## src/rtl/sram_arb_pkg.sv

```systemverilog
// Shared types and constants for the external SRAM slot arbiter.
// The optional boot read of the config byte is enabled by defining SRAM_ARB_BOOTCFG_EN.
package sram_arb_pkg;

  localparam int SRAM_AW = 21;  // full 2 MB SRAM address
  localparam int MACH_AW = 19;  // machine core address, zero-extended onto the SRAM bus

  // Slot owner encoded on mach_phase while running
  localparam logic SLOT_MACH = 1'b0;
  localparam logic SLOT_HOST = 1'b1;

  typedef enum logic [1:0] {
    BOOT_WAIT   = 2'd0,
    BOOT_SAMPLE = 2'd1,
    RUN         = 2'd2
  } arb_state_e;

endpackage

```

## src/rtl/sram_arb_host_req.sv

```systemverilog
// Host port request holder: captures one strobed access, keeps busy until its
// slot completes, pulses ack and holds the last read byte.
module sram_arb_host_req
  import sram_arb_pkg::*;
(
  input  logic               clk24,
  input  logic               reset_n,
  input  logic               host_strobe,
  input  logic               host_we,
  input  logic [SRAM_AW-1:0] host_addr,
  input  logic [7:0]         host_wdata,
  input  logic               host_slot_end,
  input  logic [7:0]         sram_din,
  output logic               host_busy,
  output logic               host_ack,
  output logic [7:0]         host_rdata,
  output logic               req_we,
  output logic [SRAM_AW-1:0] req_addr,
  output logic [7:0]         req_wdata
);

  logic               busy_r;
  logic               ack_r;
  logic [7:0]         rdata_r;
  logic               we_r;
  logic [SRAM_AW-1:0] addr_r;
  logic [7:0]         wdata_r;

  // Capture a strobe when idle; complete it at the end of its host slot.
  // Busy drops together with the ack edge, so a strobe in the ack cycle is taken.
  always_ff @(posedge clk24 or negedge reset_n) begin
    if (!reset_n) begin
      busy_r  <= 1'b0;
      ack_r   <= 1'b0;
      rdata_r <= 8'h00;
      we_r    <= 1'b0;
      addr_r  <= '0;
      wdata_r <= 8'h00;
    end else begin
      ack_r <= 1'b0;
      if (host_slot_end && busy_r) begin
        busy_r <= 1'b0;
        ack_r  <= 1'b1;
        if (!we_r) begin
          rdata_r <= sram_din;
        end
      end else if (host_strobe && !busy_r) begin
        busy_r  <= 1'b1;
        we_r    <= host_we;
        addr_r  <= host_addr;
        wdata_r <= host_wdata;
      end
    end
  end

  assign host_busy  = busy_r;
  assign host_ack   = ack_r;
  assign host_rdata = rdata_r;
  assign req_we     = we_r;
  assign req_addr   = addr_r;
  assign req_wdata  = wdata_r;

endmodule

```

## src/rtl/sram_slot_arbiter.sv

```systemverilog
// Time-slot arbiter for the single external 8-bit SRAM: power-on read of the
// video-config byte, then alternating machine (even) / host (odd) slots.
// Define SRAM_ARB_BOOTCFG_EN to read the config byte from SRAM at boot;
// otherwise CFG_DEFAULT is reported once the boot delay has elapsed.
module sram_slot_arbiter
  import sram_arb_pkg::*;
#(
  parameter logic [SRAM_AW-1:0] CFG_ADDR    = 21'h008FD5,
  parameter int                 BOOT_DELAY  = 8,      // 2..256 cycles
  parameter logic [7:0]         CFG_DEFAULT = 8'h00
) (
  input  logic               clk24,
  input  logic               reset_n,
  input  logic [MACH_AW-1:0] mach_addr,
  input  logic               mach_we_n,
  input  logic [7:0]         mach_wdata,
  output logic [7:0]         mach_rdata,
  output logic               mach_phase,
  output logic               machine_reset_n,
  input  logic               host_strobe,
  input  logic               host_we,
  input  logic [SRAM_AW-1:0] host_addr,
  input  logic [7:0]         host_wdata,
  output logic               host_busy,
  output logic               host_ack,
  output logic [7:0]         host_rdata,
  output logic [SRAM_AW-1:0] sram_addr,
  output logic               sram_we_n,
  output logic [7:0]         sram_dout,
  output logic               sram_doe,
  input  logic [7:0]         sram_din,
  output logic [7:0]         cfg_byte,
  output logic               cfg_valid
);

`ifdef SRAM_ARB_BOOTCFG_EN
  localparam logic BOOTCFG_EN = 1'b1;
`else
  localparam logic BOOTCFG_EN = 1'b0;
`endif

  localparam logic [7:0] BOOT_LAST = 8'(BOOT_DELAY - 1);

  arb_state_e         state_r, state_s;
  logic [7:0]         cnt_r, cnt_s;
  logic               phase_r, phase_s;
  logic [7:0]         cfg_byte_r;
  logic               cfg_valid_r;
  logic               mach_rst_n_r;
  logic [7:0]         mach_rdata_r;

  logic               host_slot_end_s;
  logic               req_we_s;
  logic [SRAM_AW-1:0] req_addr_s;
  logic [7:0]         req_wdata_s;

  logic [SRAM_AW-1:0] sram_addr_s;
  logic               sram_we_n_s;
  logic [7:0]         sram_dout_s;
  logic               sram_doe_s;

  // State, boot counter and slot phase registers.
  always_ff @(posedge clk24 or negedge reset_n) begin
    if (!reset_n) begin
      state_r <= BOOT_WAIT;
      cnt_r   <= 8'd0;
      phase_r <= SLOT_MACH;
    end else begin
      state_r <= state_s;
      cnt_r   <= cnt_s;
      phase_r <= phase_s;
    end
  end

  // Next state: hold CFG_ADDR for BOOT_DELAY cycles, one sample cycle, then alternate slots.
  always_comb begin
    state_s = state_r;
    cnt_s   = cnt_r;
    phase_s = phase_r;
    case (state_r)
      BOOT_WAIT: begin
        phase_s = SLOT_MACH;
        if (cnt_r == BOOT_LAST) begin
          state_s = BOOT_SAMPLE;
          cnt_s   = 8'd0;
        end else begin
          cnt_s = cnt_r + 8'd1;
        end
      end
      BOOT_SAMPLE: begin
        state_s = RUN;
        phase_s = SLOT_MACH;
      end
      RUN: begin
        phase_s = ~phase_r;
      end
      default: begin
        state_s = BOOT_WAIT;
        cnt_s   = 8'd0;
        phase_s = SLOT_MACH;
      end
    endcase
  end

  // Config capture releases the machine; machine read data lands at the end of its slot.
  always_ff @(posedge clk24 or negedge reset_n) begin
    if (!reset_n) begin
      cfg_byte_r   <= 8'h00;
      cfg_valid_r  <= 1'b0;
      mach_rst_n_r <= 1'b0;
      mach_rdata_r <= 8'h00;
    end else begin
      if (state_r == BOOT_SAMPLE) begin
        cfg_byte_r   <= BOOTCFG_EN ? sram_din : CFG_DEFAULT;
        cfg_valid_r  <= 1'b1;
        mach_rst_n_r <= 1'b1;
      end
      if ((state_r == RUN) && (phase_r == SLOT_MACH) && mach_we_n) begin
        mach_rdata_r <= sram_din;
      end
    end
  end

  assign host_slot_end_s = (state_r == RUN) && (phase_r == SLOT_HOST) && host_busy;

  sram_arb_host_req u_host_req (
    .clk24         (clk24),
    .reset_n       (reset_n),
    .host_strobe   (host_strobe),
    .host_we       (host_we),
    .host_addr     (host_addr),
    .host_wdata    (host_wdata),
    .host_slot_end (host_slot_end_s),
    .sram_din      (sram_din),
    .host_busy     (host_busy),
    .host_ack      (host_ack),
    .host_rdata    (host_rdata),
    .req_we        (req_we_s),
    .req_addr      (req_addr_s),
    .req_wdata     (req_wdata_s)
  );

  // SRAM bus mux. The machine slot passes machine signals straight through so the
  // core sees a full clk24 period of access time without a pipeline stage.
  always_comb begin
    sram_addr_s = CFG_ADDR;
    sram_we_n_s = 1'b1;
    sram_dout_s = 8'h00;
    sram_doe_s  = 1'b0;
    if (state_r == RUN) begin
      if (phase_r == SLOT_MACH) begin
        sram_addr_s = {{(SRAM_AW-MACH_AW){1'b0}}, mach_addr};
        sram_we_n_s = mach_we_n;
        sram_dout_s = mach_wdata;
        sram_doe_s  = ~mach_we_n;
      end else if (host_busy) begin
        sram_addr_s = req_addr_s;
        sram_we_n_s = ~req_we_s;
        sram_dout_s = req_wdata_s;
        sram_doe_s  = req_we_s;
      end else begin
        sram_addr_s = req_addr_s;
        sram_we_n_s = 1'b1;
        sram_dout_s = 8'h00;
        sram_doe_s  = 1'b0;
      end
    end else begin
      sram_addr_s = CFG_ADDR;
      sram_we_n_s = 1'b1;
    end
  end

  assign sram_addr       = sram_addr_s;
  assign sram_we_n       = sram_we_n_s;
  assign sram_dout       = sram_dout_s;
  assign sram_doe        = sram_doe_s;
  assign mach_phase      = phase_r;
  assign machine_reset_n = mach_rst_n_r;
  assign mach_rdata      = mach_rdata_r;
  assign cfg_byte        = cfg_byte_r;
  assign cfg_valid       = cfg_valid_r;

endmodule

```

## config.mk

```make
export PLATFORM = sky130hd
export DESIGN_NAME = sram_slot_arbiter
export DESIGN_NICKNAME = d
export VERILOG_FILES = /design/src/rtl/sram_arb_pkg.sv /design/src/rtl/sram_arb_host_req.sv /design/src/rtl/sram_slot_arbiter.sv
export SDC_FILE = /design/constraint.sdc
export NUM_CORES = 1
export LEC_CHECK = 0
export ABC_CLOCK_PERIOD_IN_PS = 3200
export CORE_ASPECT_RATIO = 1.75
export CORE_UTILIZATION = 47
export CTS_BUF_LIST = sky130_fd_sc_hd__clkbuf_4 sky130_fd_sc_hd__clkbuf_8
export DETAILED_ROUTE_END_ITERATION = 8
export PLACE_DENSITY = 0.87
export SLEW_MARGIN = 20
export SYNTH_ARGS = -nofsm -noshare
export SYNTH_HDL_FRONTEND = slang
export SYNTH_SLANG_ARGS = --single-unit
```

## constraint.sdc

```tcl
create_clock -name clk24 -period 3.2 [get_ports clk24]
set_clock_uncertainty 0.15 [all_clocks]
set_input_delay 0.48 -clock clk24 [delete_from_list [all_inputs] [get_ports clk24]]
set_output_delay 0.48 -clock clk24 [all_outputs]
set_load 0.02 [all_outputs]
```

==> reports/results.txt, run 1 <==
Comb pwr share = 0.222
asr flop ratio synth = 1.000
final period utilization = 0.9388
Layout Utilization = 0.7359
Initial DRC Count = 55
CTS sink count = 60
Critical R2R Launch = cnt_r[5]
RSZ-0062 raised after global routing = no
Seq cells post-synth = 60
final total power = 2.067 mW
CP max FO = 12
fin area = 4360 um2
core box area = 5926 um2
total iterations of the first detailed-routing run = 4
RePlAce Congestion = 0.7627
Leak Pwr = 1.814 nW
crit path kind = reg2out
top-count cell post-synth = dfrtp_1
clk slew on worst S/H paths = 0.07 ns
Initial Utilization = 0.4884
Die Footprint = 6487 um2
All-Layer GR Usage = 0.2288
Fin Setup TNS = 0 ns
Mapped Area = 2894 um2
startpoint types = flip-flop
Sequential Power Share = 0.448
crit path capture type = output port
number of post-CTS setup repair buffers = 0
Routed Antenna Nets = 0
sequential-to-total area share from yosys stat = 0.5188
number of library cell types mapped by synthesis = 29
layout cells sized above 1 = 0.2115
max-cap violations = 0
status = finished, final reports clean
HPWL after DPL = 5074 um
Highest Clock Rate = 332.9 MHz
hold_sp = u_host_req.req_addr[0]
reg-to-reg endpoint = state_r[1]
Hold Crit Depth = 1
H-tree depth = 3
Port Buffer Count = 120
Worst Path Required = 2.57 ns
Die H = 105.8 um
via count = 2289
Yosys top cell by area = dfrtp_1
Post-synth top cells = dfrtp_1, mux2_2, mux2i_1, nand2_1, nor2b_1
vias in the first global route = 2325
top cells by area, synth = dfrtp_1, mux2_2, mux2i_1, nand2_1, a22o_1
CTS root buffer = clkbuf_8
PwrDens = 474.0 nW/um2
area grow syn2layout = 50.67%
slew margin rel. = 0.6100
Hold WC Path Type = reg2reg
Num CTS Buffers = 9
net switching power = 564.1 uW
VDD IR max = 357.5 uV
diodes inserted = 0
TritonCTS clock tree = yes
Final setup viols = 0
largest net degree at the start of global routing = 35
Hold-fix buffers, CTS = 1
crit path launch = state_r[0]
Placement Cell Area = 4150 um2
Layout Nets = 433
post-CTS sizing = 0
DR DRC count = 0
total grt overflow = 0
Routed WL = 6837 um
Rows = 37
Hold Vio Cnt, Final = 0
Data arrival, critical path = 2.37 ns
mean routed wirelength per cell = 15.47 um
worst skew pair latency = 0.34 ns
crit path time final = 3.004 ns
Yosys Warn Count = 0
Cell Int Power = 1.503 mW
first-pass GRT wire length = 10560 um
Hold Path Sink = u_host_req.req_addr[0]
reg2reg setup slack = 1.05 ns
maximum buffer depth of the clock tree = 2
initial antenna violation count = 0
mean post-synth cell area = 12.26 um2
Final Max Tran Viols = 0
clock power share = 0.329
drt via density = 5.179
Most used DFF post-synth = dfrtp_1
Post-synth EDFFs = 0
Synth Instances = 236
sw frac = 0.2729
post-synth top area share = 0.5188
die width = 61.32 um
cells on worst reg2reg path = 4
Slew @ Worst Pin = 0.5851 ns
num ports = 129
## registers in the layout, indices dropped and copies added, names as in the netlist
signal / count
state_r: 2
u_host_req.req_addr: 21
cnt_r: 8
u_host_req.req_wdata: 8
machine_reset_n: 1
u_host_req.host_ack: 1
mach_phase: 1
mach_rdata: 8
u_host_req.host_rdata: 8
u_host_req.host_busy: 1
u_host_req.req_we: 1
## metrics by stage
step | worst slack (ns) | instances | hold WS (ns)
floorplan | 1.010 | 243 | 0.03441
global placement | 0.6588 | 425 | 0.3340
detailed placement | 0.5874 | 425 | 0.3410
CTS | 0.1537 | 442 | 0.3593
global route | 0.04958 | 442 | 0.3758
finish | 0.1959 | 442 | 0.3561
## logic make-up after synthesis
group | count (synthesis) | share of synthesized area
fa+ha+maj | 5 | 0.02162
mux | 69 | 0.2594
simple gates | 57 | 0.09988
other cells | 1 | 0.001296
compound gates | 20 | 0.05621
buf+inv | 24 | 0.04280
flops | 60 | 0.5188
## metal layers
metal	wire [um]	vias up	share of wire	GRT usage
met5	0	-	0	0
met4	185	0	0.027	0.1153
li1	-	1051	-	-
met3	512	16	0.075	0.07607
met2	3712	103	0.54	0.3921
met1	2427	1119	0.35	0.2354
## placed cells by master (no fill, tap or decap), drive strengths merged, types with 2 or more instances in the layout
master / n
conb: 8
buf: 5
clkdlybuf4s50: 119
inv: 5
nor2: 7
o21ai: 6
a21o: 2
nor3: 3
a22o: 9
clkbuf: 9
and3: 3
nor2b: 11
ha: 5
clkinv: 3
nand2: 21
dfrtp: 60
mux2: 48
clkinvlp: 2
or4: 2
nand2b: 3
nand3: 4
mux2i: 21
## cell type report
class                   count  area, um2
fillers                   445       1565
repair buffers            125       1249
well taps                  78      97.59
multi-input cells         159       1297
inverters                   4      15.01
clock buffers               9      123.9
clock inverters             7      76.32
flip-flops and latches     60       1501
## worst max-delay path: stages (launching register included)
cell and delay, ns:
dfrtp_1 0.41, inv_1 0.10, ha_1 0.20, and3_1 0.44, nand2_1 0.10, o21ai_0 0.12, clkdlybuf4s50_1 0.66
## power by group through the flow
stage | logic [mW] | registers [mW] | clock network (mW)
6_report | 0.459 | 0.927 | 0.681
4_1_cts | 0.465 | 0.926 | 0.697
3_5_place_dp | 0.462 | 0.939 | 0
2_1_floorplan | 0.173 | 0.975 | 0
5_1_grt | 0.488 | 0.939 | 0.733
3_3_place_gp | 0.452 | 0.936 | 0
## how the worst max path moves through the flow
| stage | endpoint | slack, ns |
|---|---|---|
| floorplan | sram_addr[12] | 1.01 |
| global placement | sram_doe | 0.66 |
| detailed placement | sram_doe | 0.59 |
| CTS | sram_doe | 0.15 |
| global route | sram_doe | 0.05 |
| finish | sram_doe | 0.20 |
Note: power is estimated with default switching activity, not from simulation.
==> run 2, diff against run 1 <==
- CORE_MARGIN: not set -> 5
==> run 2 against run 1 <==
Final cell count rose by 0.90%. Critical path type unchanged. Largest power group unchanged. Total power grew 6.6%. Sequential power hardly changed.
==> reports/results.txt, run 2 (synthesis gave the netlist of run 1 again) <==
final period utilization = 0.8821 (-0.05671)
Die Footprint = 7888 um2 (+22%)
RSZ-0062 raised after global routing = no
CP max stage delay = 0.63 ns (-0.03 ns)
max reg flops = 21 (unchanged)
GR Util met3 = 0.06966 (-0.006409)
PwrDens = 500.2 nW/um2 (+5.5%)
Routed Antenna Nets = 0 (unchanged)
HPWL after DPL = 5773 um (+14%)
first-pass GRT wire length = 12080 um (+14%)
total iterations of the first detailed-routing run = 4 (unchanged)
CTS sink count = 60 (unchanged)
Fin Hold WS = 0.3541 ns (-0.001955 ns)
crit path kind = reg2out
Hold WC Path Type = reg2reg
All-Layer GR Usage = 0.1989 (-0.02987)
largest delay contributor family on the critical path = buffers and inverters
Layout Nets = 435 (+0.46%)
Cell Int Power = 1.671 mW (+11%)
DR DRC count = 0 (unchanged)
GR Util met1 = 0.2015 (-0.03395)
CTS root buffer = clkbuf_8
Final Max Tran Viols = 0 (unchanged)
Initial DRC Count = 70 (+27%)
die width = 69.32 um (+13%)
initial antenna violation count = 0 (unchanged)
via count = 2227 (-2.7%)
most common cell after layout, fill and taps aside = clkdlybuf4s50_1
clock power share = 0.372 (+0.043)
Leak Pwr = 1.848 nW (+1.9%)
VDD IR max = 412.1 uV (+15%)
core box area = 6086 um2 (+2.7%)
Fin Setup TNS = 0 ns (unchanged)
Final setup viols = 0 (unchanged)
startpoint types = flip-flop
Comb pwr share = 0.207 (-0.015)
H-tree depth = 3 (unchanged)
diodes inserted = 0 (unchanged)
num ports = 129 (unchanged)
Routed WL = 7389 um (+8.1%)
Data arrival, critical path = 2.19 ns (-0.18 ns)
grt met2 use = 0.3718 (-0.02027)
Rows = 38 (+2.7%)
crit path max-delay cell type = clkdlybuf4s50_1
Hold Vio Cnt, Final = 0 (unchanged)
crit path capture type = output port
Worst Path Required = 2.57 ns (about the same)
crit path time final = 2.823 ns (-0.1815 ns)
largest net degree at the start of global routing = 31 (-11%)
Highest Clock Rate = 354.3 MHz (+6.4%)
total grt overflow = 0 (unchanged)
Die H = 113.8 um (+7.6%)
maximum buffer depth of the clock tree = 2 (unchanged)
clk slew on worst S/H paths = 0.07 ns (about the same)
Sequential Power Share = 0.421 (-0.027)
global-route layer with the greatest usage = met2
net switching power = 532.1 uW (-5.7%)
vias in the first global route = 2423 (+4.2%)
Num CTS Buffers = 9 (unchanged)
Initial Utilization = 0.4755 (-0.01285)
sw frac = 0.2415 (-0.03139)
drt via density = 4.993 (-3.6%)
layout cells sized above 1 = 0.2158 (+0.004309)
crit-path cells = inv_1 > ha_1 > and3_1 > buf_4 > a22o_1 > clkdlybuf4s50_1
RePlAce Congestion = 0.7938 (+4.1%)
Worst Path Buf+Inv = 3 (+1)
max-cap violations = 0 (unchanged)
most frequent cells in the layout = clkdlybuf4s50_1, dfrtp_1, mux2_2
area grow syn2layout = 52.18%
status = finished, final reports clean
CP max FO = 11 (-1)
TritonCTS clock tree = yes
final total power = 2.203 mW (+6.6%)
mean routed wirelength per cell = 16.57 um (+7.1%)
worst skew pair latency = 0.34 ns (about the same)
Port Buffer Count = 120 (unchanged)
==> run 2: cell count changes in the layout (fill, tap and decap cells not counted), sizes merged <==
cell / change
inv: -1
clkinv: -1
clkinvlp: -2
buf: +2
bufinv: +2
clkbuf: +2
==> run 2: cell type report <==
type                       count  area [um2]
clock buffer                  11       138.9
clock inverter                 5       100.1
fill                         482        1682
inverter                       4       15.01
multi-input combinational    159        1297
sequential                    60        1501
tap                           80       100.1
timing repair buffer         127        1251
==> run 2: path summary, 6_finish.rpt <==
check                                        startpoint                      end  slack (ns)  cells past startpoint
min in group asynchronous                       reset_n  u_host_req.req_addr[10]        0.48                      2
worst min register to register  u_host_req.req_addr[19]  u_host_req.req_addr[19]        0.35                      1
worst min-delay path            u_host_req.req_addr[19]  u_host_req.req_addr[19]        0.35                      1
worst max register to register                 cnt_r[4]               state_r[0]        1.05                      4
max in group asynchronous                       reset_n                 cnt_r[3]        1.75                      3
worst max-delay path                         state_r[0]             sram_dout[4]        0.38                      6
==> run 2: routing by layer <==
metal / vias to the layer above / wire, um
li1: 1053 / -
met1: 1092 / 2663
met2: 71 / 4283
met5: - / 0
met3: 11 / 323
met4: 0 / 118
==> run 2: power by group through the flow <==
stage / Sequential, mW / Clock (mW) / Combinational (mW)
after global placement: 0.935 / 0 / 0.451
after CTS: 0.927 / 0.837 / 0.463
after global routing: 0.940 / 0.884 / 0.487
final: 0.927 / 0.820 / 0.456
after floorplan: 0.975 / 0 / 0.173
after detailed placement: 0.941 / 0 / 0.459
==> run 2: timing repair <==
action / 4_1_cts / 5_1_grt
endpoints found under the hold margin: 20 / 0
resized for setup: 0 / 0
buffers inserted: 0 / 0
hold buffers: 1 / 0
==> run 2: metrics by stage <==
step / cell area [um2] / utilization / std cells / setup slack, ns
after floorplan: 2920 / - / 243 / 1.010
after global placement: 4155 / 0.6828 / 429 / 0.8085
after detailed placement: 4155 / 0.6828 / 429 / 0.7374
after CTS: 4404 / 0.7237 / 446 / 0.3649
after global routing: 4404 / 0.7237 / 446 / 0.2293
final: 4404 / 0.7237 / 446 / 0.3774
==> run 2: worst register-to-register path, stage by stage, from the launching register on <==
cell     delay (ns)
dfrtp_1        0.43
or4_4          0.54
o31ai_4        0.36
and2b_2        0.23
mux2_2         0.33
